### config.mk
export PLATFORM = sky130hd
export DESIGN_NAME = ps2_key_ctrl
export DESIGN_NICKNAME = d
export VERILOG_FILES = /design/src/rtl/ps2_pkg.sv /design/src/rtl/ps2_key_fifo.sv /design/src/rtl/ps2_key_ctrl.sv
export SDC_FILE = /design/constraint.sdc
export NUM_CORES = 1
export LEC_CHECK = 0
export ABC_AREA = 1
export CORE_MARGIN = 4
export CORE_UTILIZATION = 60
export DETAILED_ROUTE_END_ITERATION = 7
export GPL_TIMING_DRIVEN = 0
export MAX_ROUTING_LAYER = met4
export PLACE_DENSITY_LB_ADDON = 0.15
export REMOVE_ABC_BUFFERS = 1
export SYNTH_ARGS = -nofsm -noshare
export SYNTH_HDL_FRONTEND = slang
export SYNTH_SLANG_ARGS = --single-unit
### constraint.sdc
create_clock -name clk -period 2.6 [get_ports clk]
set_clock_uncertainty 0.2 [all_clocks]
set_input_delay 0.52 -clock clk [delete_from_list [all_inputs] [get_ports clk]]
set_output_delay 0.52 -clock clk [all_outputs]
set_load 0.1 [all_outputs]
### src/rtl/ps2_pkg.sv
// ps2_pkg: shared definitions for the PS/2 keyboard event controller.
//   - prefix / modifier scan-code constants (Set 2)
//   - prefix FSM state type
//   - discard-code test and base (lowercase) scan-to-ASCII table
package ps2_pkg;

  localparam logic [7:0] CODE_E0     = 8'hE0;
  localparam logic [7:0] CODE_F0     = 8'hF0;
  localparam logic [7:0] CODE_LSHIFT = 8'h12;
  localparam logic [7:0] CODE_RSHIFT = 8'h59;
  localparam logic [7:0] CODE_CAPS   = 8'h58;

  typedef enum logic [1:0] {
    ST_IDLE,
    ST_EXT,
    ST_BRK,
    ST_EXT_BRK
  } prefix_state_t;

  // Keyboard status/response bytes that are never part of a key event.
  function automatic logic is_discard(input logic [7:0] code);
    return code inside {8'hAA, 8'hFA, 8'hEE, 8'hFE, 8'h00, 8'hFF};
  endfunction

  // Lowercase ASCII for a mapped make code; 8'h00 means "not mapped".
  function automatic logic [7:0] scan_to_ascii(input logic [7:0] code);
    logic [7:0] a;
    case (code)
      8'h1C: a = "a";  8'h32: a = "b";  8'h21: a = "c";  8'h23: a = "d";
      8'h24: a = "e";  8'h2B: a = "f";  8'h34: a = "g";  8'h33: a = "h";
      8'h43: a = "i";  8'h3B: a = "j";  8'h42: a = "k";  8'h4B: a = "l";
      8'h3A: a = "m";  8'h31: a = "n";  8'h44: a = "o";  8'h4D: a = "p";
      8'h15: a = "q";  8'h2D: a = "r";  8'h1B: a = "s";  8'h2C: a = "t";
      8'h3C: a = "u";  8'h2A: a = "v";  8'h1D: a = "w";  8'h22: a = "x";
      8'h35: a = "y";  8'h1A: a = "z";
      8'h45: a = "0";  8'h16: a = "1";  8'h1E: a = "2";  8'h26: a = "3";
      8'h25: a = "4";  8'h2E: a = "5";  8'h36: a = "6";  8'h3D: a = "7";
      8'h3E: a = "8";  8'h46: a = "9";
      8'h29: a = 8'h20;
      8'h5A: a = 8'h0D;
      8'h66: a = 8'h08;
      8'h76: a = 8'h1B;
      default: a = 8'h00;
    endcase
    return a;
  endfunction

endpackage

### src/rtl/ps2_key_fifo.sv
// ps2_key_fifo: show-ahead FIFO of ASCII key codes.
//   clk, rst_n : clock, asynchronous active-low reset
//   wr_en      : push wr_data; dropped when full unless a pop happens too
//   rd_en      : pop the head; ignored when empty
//   rd_data    : head entry (8'h00 when empty)
//   full/empty : occupancy flags
module ps2_key_fifo #(
  parameter int unsigned DEPTH = 8
) (
  input  logic       clk,
  input  logic       rst_n,
  input  logic       wr_en,
  input  logic [7:0] wr_data,
  input  logic       rd_en,
  output logic [7:0] rd_data,
  output logic       full,
  output logic       empty
);

  localparam int unsigned AW = $clog2(DEPTH);

  logic [7:0]    mem [DEPTH];
  logic [AW-1:0] wr_ptr;
  logic [AW-1:0] rd_ptr;
  logic [AW:0]   count;
  logic          do_wr;
  logic          do_rd;

  assign full    = (count == (AW+1)'(DEPTH));
  assign empty   = (count == '0);
  // A pop frees the slot the same-cycle push needs, so a full FIFO still accepts.
  assign do_rd   = rd_en && !empty;
  assign do_wr   = wr_en && (!full || do_rd);
  assign rd_data = empty ? '0 : mem[rd_ptr];

  always_ff @(posedge clk or negedge rst_n) begin
    if (!rst_n) begin
      wr_ptr <= '0;
      rd_ptr <= '0;
      count  <= '0;
    end else begin
      if (do_wr) wr_ptr <= wr_ptr + 1'b1;
      if (do_rd) rd_ptr <= rd_ptr + 1'b1;
      case ({do_wr, do_rd})
        2'b10:   count <= count + 1'b1;
        2'b01:   count <= count - 1'b1;
        default: count <= count;
      endcase
    end
  end

  always_ff @(posedge clk) begin
    if (do_wr) mem[wr_ptr] <= wr_data;
  end

endmodule

### src/rtl/ps2_key_ctrl.sv
// ps2_key_ctrl: PS/2 Set 2 scan-code stream to queued ASCII key events.
//   clk, rst_n  : clock, asynchronous active-low reset
//   byte_valid  : strobe, byte_in holds one received scan-code byte
//   byte_in     : raw scan-code byte
//   rd_en       : CPU pop of the FIFO head (ignored when key_valid=0)
//   clr_ovf     : clear the sticky overflow flag
//   key_valid   : FIFO non-empty
//   key_data    : ASCII at FIFO head, 8'h00 when empty
//   fifo_full   : FIFO holds DEPTH entries
//   overflow    : sticky, a translated key was dropped on a full FIFO
//   shift_on    : either Shift held
//   caps_on     : Caps Lock toggle state
module ps2_key_ctrl
  import ps2_pkg::*;
#(
  parameter int unsigned DEPTH = 8
) (
  input  logic       clk,
  input  logic       rst_n,
  input  logic       byte_valid,
  input  logic [7:0] byte_in,
  input  logic       rd_en,
  input  logic       clr_ovf,
  output logic       key_valid,
  output logic [7:0] key_data,
  output logic       fifo_full,
  output logic       overflow,
  output logic       shift_on,
  output logic       caps_on
);

  prefix_state_t state;
  logic          lshift;
  logic          rshift;
  logic          pend_valid;
  logic [7:0]    pend_data;
  logic [7:0]    base_ascii;
  logic [7:0]    xlat;
  logic          fifo_empty;
  logic          ovf_set;

  assign shift_on = lshift | rshift;

  // Case uses the modifier state before the current edge.
  always_comb begin
    base_ascii = scan_to_ascii(byte_in);
    xlat       = base_ascii;
    if (base_ascii >= 8'h61 && base_ascii <= 8'h7A && (shift_on ^ caps_on))
      xlat = base_ascii - 8'h20;
  end

  always_ff @(posedge clk or negedge rst_n) begin
    if (!rst_n) begin
      state      <= ST_IDLE;
      lshift     <= 1'b0;
      rshift     <= 1'b0;
      caps_on    <= 1'b0;
      pend_valid <= 1'b0;
      pend_data  <= '0;
    end else begin
      pend_valid <= 1'b0;
      if (byte_valid) begin
        if (is_discard(byte_in)) begin
          state <= ST_IDLE;
        end else begin
          case (state)
            ST_IDLE: begin
              if (byte_in == CODE_E0)      state <= ST_EXT;
              else if (byte_in == CODE_F0) state <= ST_BRK;
              else begin
                state <= ST_IDLE;
                if (byte_in == CODE_LSHIFT)      lshift  <= 1'b1;
                else if (byte_in == CODE_RSHIFT) rshift  <= 1'b1;
                else if (byte_in == CODE_CAPS)   caps_on <= ~caps_on;
                else if (base_ascii != 8'h00) begin
                  pend_valid <= 1'b1;
                  pend_data  <= xlat;
                end
              end
            end
            ST_EXT: begin
              if (byte_in == CODE_F0)      state <= ST_EXT_BRK;
              else if (byte_in == CODE_E0) state <= ST_EXT;
              else                         state <= ST_IDLE;
            end
            ST_BRK: begin
              state <= ST_IDLE;
              if (byte_in == CODE_LSHIFT)      lshift <= 1'b0;
              else if (byte_in == CODE_RSHIFT) rshift <= 1'b0;
            end
            default: state <= ST_IDLE;
          endcase
        end
      end
    end
  end

  assign key_valid = !fifo_empty;
  assign ovf_set   = pend_valid && fifo_full && !(rd_en && key_valid);

  always_ff @(posedge clk or negedge rst_n) begin
    if (!rst_n)       overflow <= 1'b0;
    else if (ovf_set) overflow <= 1'b1;
    else if (clr_ovf) overflow <= 1'b0;
  end

  ps2_key_fifo #(.DEPTH(DEPTH)) u_fifo (
    .clk     (clk),
    .rst_n   (rst_n),
    .wr_en   (pend_valid),
    .wr_data (pend_data),
    .rd_en   (rd_en),
    .rd_data (key_data),
    .full    (fifo_full),
    .empty   (fifo_empty)
  );

endmodule

Word level (Yosys, flattened, before mapping)
Memory sizes are Yosys's and may differ from the RTL's.
Cells that the tools add are included.
Widths: inputs -> output; s select.
{"block": "word_totals", "regBits": 25, "ram_bits": 64, "romBits": 896, "output_inout_bits": 13, "wordCells": 108, "n_memories": 2}
{"memory": "(name not given)", "words": 128, "width": 7, "rd": 1, "rd_ports_with_merged_regs": 0, "write_ports": 0, "line_no": "ps2_pkg.sv:28", "source": "case (code)"}
{"memory": "u_fifo.mem", "words": 8, "width": 8, "rd": 1, "rd_ports_with_merged_regs": 0, "write_ports": 1, "line_no": "ps2_key_fifo.sv:22", "source": "logic [7:0] mem [DEPTH];"}
{"block": "op_classes", "addsub": 5, "n_lt_le_gt_ge": 2, "n_eq_ne": 23, "mux": 35, "bitwise_logic": 9, "reduce_logical": 22}
{"cell": "$eq 8x8->1 const B", "n": 7}
{"cell": "$mux 1", "n": 24}
{"cell": "$mux 8", "n": 3}
{"cell": "$reduce_and 9->1", "n": 2}
{"cell": "$eq 8x7->1 const B", "n": 2}
{"cell": "$ne 2x2->1 const B", "n": 8}
{"cell": "$eq 8x5->1 const B", "n": 1}
{"cell": "$ge 8x7->1 const B", "n": 1}
{"cell": "$le 8x7->1 const B", "n": 1}
{"cell": "$logic_not 8->1", "n": 1}
{"cell": "$mux 2", "n": 4}
{"cell": "$pmux 4 s2", "n": 1}
{"cell": "$reduce_and 8->1", "n": 1}
{"cell": "$reduce_bool 8->1", "n": 1}
{"cell": "$sub 8x6->8 const B", "n": 1}
{"cell": "$not 1->1", "n": 7}
{"cell": "$reduce_and 7->1", "n": 1}
{"cell": "$add 3x1->3 const B", "n": 2}
{"cell": "$logic_and 1x1->1", "n": 6}
{"cell": "$reduce_bool 2->1", "n": 3}
{"cell": "$reduce_bool 6->1", "n": 1}
{"cell": "$add 4x1->4 const B", "n": 1}
{"cell": "$eq 2x1->1 const B", "n": 2}
{"cell": "$eq 2x2->1 const B", "n": 2}
{"cell": "10 further kinds", "n": 13}

Depth between registers and ports, before layout
An unclocked memory read counts as a cell.
{"block": "logic_depth", "word_depth": 12, "mapped_depth": 18, "mapped_depth_nobuf": 17}

Hierarchy
A second synthesis with hierarchy kept.
{"block": "unflattened", "hier_cells": 568, "hier_area_um2": 4893.4}
{"module": "ps2_key_fifo", "n_inst": 1, "cells_each": 271, "area_each_um2": 3166.8}
{"module": "ps2_key_ctrl", "n_inst": 1, "cells_each": 297, "area_each_um2": 1726.7}

Worst setup path after synthesis
OpenSTA, ideal clock, no wires.
{"block": "synth_path", "path_kind": "reg2reg", "from": "reg u_fifo.count[1]", "to": "reg u_fifo.count[3]", "arrival_ps": 4269, "path_slack_ps": -1991, "stages_incl_launch_ff": 15, "path_buffers": 0, "cell_sequence": "dfrtp_1 -> nor2_1 -> inv_1 -> nor3_1 -> nand2_1 -> nand2_1 -> ha_1 -> ha_1 -> nand2_1 -> nor2_1 -> a211oi_1 -> nor2_1 -> nor2_1 -> nand2_1 -> xor2_1"}
{"element": "from (decl)", "line_no": "ps2_key_fifo.sv:25", "source": "logic [AW:0] count;"}
{"element": "from (signal assigned)", "line_no": "ps2_key_fifo.sv:45", "source": "2'b10: count <= count + 1'b1;"}
{"element": "from (signal assigned)", "line_no": "ps2_key_fifo.sv:46", "source": "2'b01: count <= count - 1'b1;"}
{"element": "from (signal assigned)", "line_no": "ps2_key_fifo.sv:47", "source": "default: count <= count;"}
{"element": "$eq 4x4->1 (*)", "line_no": "ps2_key_fifo.sv:29", "source": "assign full = (count == (AW+1)'(DEPTH));"}
{"element": "via fifo_full", "line_no": "ps2_key_ctrl.sv:26", "source": "output logic fifo_full,"}
{"element": "$logic_not 1->1 (*)", "line_no": "ps2_key_fifo.sv:33", "source": "assign do_wr = wr_en && (!full || do_rd);"}
{"element": "$logic_or 1x1->1 (*)", "line_no": "ps2_key_fifo.sv:33"}
{"element": "$logic_and 1x1->1 (*)", "line_no": "ps2_key_fifo.sv:33"}
{"element": "$eq 2x1->1 or $eq 2x2->1 (tied branches)", "line_no": "ps2_key_fifo.sv:44", "source": "case ({do_wr, do_rd})"}
{"element": "$pmux 4 s2 or $reduce_bool 2->1 (tied branches)"}
Mark *: on every way through the listed nets, which the timed path passes. The rest lies on a longest branch.
A chain may end at the register's enable or synchronous reset.

Final worst setup path
{"block": "layout_path", "from": "reg u_fifo.rd_ptr[0]", "to": "out key_data[5]"}
{"block": "layout_via", "elab_chain_len": 2}
{"element": "from (decl)", "line_no": "ps2_key_fifo.sv:24", "source": "logic [AW-1:0] rd_ptr;"}
{"element": "from (signal assigned)", "line_no": "ps2_key_fifo.sv:43", "source": "if (do_rd) rd_ptr <= rd_ptr + 1'b1;"}
{"element": "$mem_v2 8x8"}
{"element": "$mux 8", "line_no": "ps2_key_fifo.sv:34", "source": "assign rd_data = empty ? '0 : mem[rd_ptr];"}
{"element": "to (decl)", "line_no": "ps2_key_ctrl.sv:25", "source": "output logic [7:0] key_data,"}
Every way passes these cells.

==> run summary <==
final-layout fill cell count - 546
num rows - 32
IO Count - 26
Gate Count Post-Synth - 554
critical path type - flip-flop to output port
pin count of the biggest net entering global routing - 26
post-route ant nets - 0
achievable frequency - 368 MHz
status - finished with violations
Root Driver - clkbuf_8
CTS Buffer Depth - 2
TritonCTS Buffers - 9
initial antenna violation count - 0
Tcrit/Tclk final - 105%
Layout Area Growth over Synthesis - 18.2%
Hold Violations, Final - 0
H-tree level count - 3
post-synth top area cell - edfxtp_1
Routed Wire Length - 12000 um
Synth top cells by count - nand2_1 (110), nor2_1 (98), edfxtp_1 (64)
vias in the first global route - 3818
Max VDD drop - 0.617 mV
critical path startpoint category - flip-flop
Post-Syn Area per Cell - 8.76 um^2
Rel. slew slack - 24.0%
DR pass1 iterations - 5
share of the synthesized area in the top cell type - 39.6%
CP Data Required Time - 1.88 ns
clock sink count - 89
fin nets - 619
GP Congestion - 0.908
CP Capture Type - output port
share of cells above drive strength 1 - 21.1%
hold slack final - 0.325 ns
CP arrival - 2.00 ns
die height - 98.0 um
CTS tree - yes
Syn Std Cell Area - 4850 um^2
Max Cap Viol - 0
Post-route DRC - 0
Starting Density - 62.2%
die area - 9590 um^2
crit path max fanout - 8
later-pin clock latency in the skew report - 0.35 ns
Hold Crit Depth - 1
count of different cell masters after synthesis - 39
DR vias/cell - 5.72
Hold Crit Class - flip-flop to flip-flop
Layout Utilization - 73.5%
DRT iter0 DRCs - 225
DIE WIDTH - 98.0 um
hold_buf cts - 0
unrepaired setup endpoints after global routing - true
sequential share of the synthesized area - 52.5%
worst slew pin tran - 1.14 ns
total track usage - 24.8%
failing checks - setup timing
post-synthesis register bit count - 89
Post-synth EDFFs - 64
crit path setup slack, layout - -0.117 ns
FF-to-FF path depth - 7
n_diodes - 0
PnR Total Power - 6.34 mW
Synth area leaders - edfxtp_1 (40%), dfrtp_1 (13%), nand2_1 (8.5%), nor2_1 (7.6%), o21ai_0 (4.9%)
Detailed Place HPWL - 7220 um
DR WL/cell - 17.1 um
total core area - 7810 um^2
Post-synth ARST share - 28.1%
gr ovfl total - 0
clock-pin slew on the worst setup and hold paths - 0.10 ns
synth warn - 0
Via Count - 4000
leakage - 2.41 nW
port buffer count - 25
endpoints failing setup - 8
Slew Viols, Final - 0
first-pass GRT wire length - 18300 um
Period minus WS final - 2.72 ns
Main synth FF type - edfxtp_1
Power Density - 1110 nW/um^2
most frequent cell after synthesis - nand2_1
## worst max-delay path, cell delays in order, from the launching register on
cell        delay (ns)
dfrtp_4           0.53
clkinvlp_4        0.14
buf_8             0.16
buf_12            0.11
nor2_4            0.03
o22ai_2           0.13
o21ai_1           0.07
a31oi_1           0.22
buf_6             0.26
## per-stage QoR
stage	TNS, ns	cells	area [um^2]	setup WS, ns
detailed placement	-31.88	664	5130	-1.71
floorplan	-101.45	537	4750	-1.99
global route	-1.39	699	5740	-0.214
finish	-0.575	699	5740	-0.117
CTS	-0.589	696	5590	-0.101
global placement	-29.87	664	5130	-1.59
## timing repair
action                                  in CTS  in global routing
gates resized for setup                    125                 32
endpoints found under the setup margin      32                 19
pin swaps                                    5                  7
setup buffers                               13                  2
cloned                                       3                  1
## kinds of logic after synthesis
| logic type | after synthesis | synth area share [%] |
|---|---|---|
| AO/OA/AOI/OAI | 95 | 11.3 |
| buffers and inverters | 70 | 6.31 |
| XOR/XNOR | 8 | 1.44 |
| adder cells (fa/ha/maj) | 14 | 3.76 |
| flip-flops | 89 | 52.5 |
| AND/OR/NAND/NOR | 278 | 24.7 |
## final timing paths
kind                                  start          endpoint  slack [ns]
hold reg to reg             u_fifo.count[0]   u_fifo.count[0]        0.32
min in group asynchronous             rst_n   u_fifo.count[1]        0.57
max in group asynchronous             rst_n  u_fifo.rd_ptr[1]        0.82
setup / recovery           u_fifo.rd_ptr[0]       key_data[5]       -0.12
setup reg to reg            u_fifo.count[1]  u_fifo.mem[2][0]        0.11
hold / removal              u_fifo.count[0]   u_fifo.count[0]        0.32
## cell usage in the layout, fill, tap and decap left out, drive strengths merged, types with 2 or more instances in the layout
cell type | synthesis | final
nand2 | 119 | 119
nor2 | 107 | 107
edfxtp | 64 | 64
o21ai | 61 | 61
inv | 53 | 55
nand3 | 35 | 35
dfrtp | 25 | 25
buf | 7 | 24
ha | 13 | 13
a21oi | 13 | 13
clkbuf | 10 | 12
a31oi | 9 | 9
o22ai | 8 | 8
xor2 | 6 | 6
clkdlybuf4s50 | 0 | 6
nor3 | 6 | 6
nand4 | 5 | 5
clkinvlp | 0 | 4
dlygate4sd2 | 0 | 3
clkdlybuf4s15 | 0 | 3
and2 | 2 | 2
xnor2 | 2 | 2
dlymetal6s2s | 0 | 2
or2 | 2 | 2
o211ai | 2 | 2
clkinv | 0 | 2
## flip-flops by register name, summed over array words and instances (netlist names), 2 cells and up
signal         flops
u_fifo.rd_ptr      3
state              2
pend_data          8
u_fifo.mem        64
u_fifo.count       4
u_fifo.wr_ptr      3
## where the power goes
part           switching, mW  internal, mW
clock network          0.545         0.475
registers              0.175          1.77
logic                   2.34          1.03
## per-layer routing
metal | track usage (%) | vias to the layer above | part of all wire (%)
met1 | 28.5 | 1886 | 38
met5 | - | - | 0
met4 | 12.1 | 0 | 3.4
met3 | 3.71 | 29 | 5.5
li1 | - | 1935 | -
met2 | 42.2 | 150 | 53
## layout make-up
| class | instances | area, um^2 | share of cell area, % |
|---|---|---|---|
| Clock buffer | 9 | 124 | 2.16 |
| Clock inverter | 7 | 95.1 | 1.66 |
| Inverter | 53 | 209 | 3.64 |
| Multi-Input combinational cell | 395 | 2150 | 37.6 |
| Sequential cell | 89 | 2550 | 44.5 |
| Tap cell | 102 | 128 | 2.22 |
| Timing Repair Buffer | 42 | 457 | 7.96 |
| Timing Repair inverter | 2 | 15.0 | 0.262 |
No activity file was read; power rests on OpenSTA's default activity.
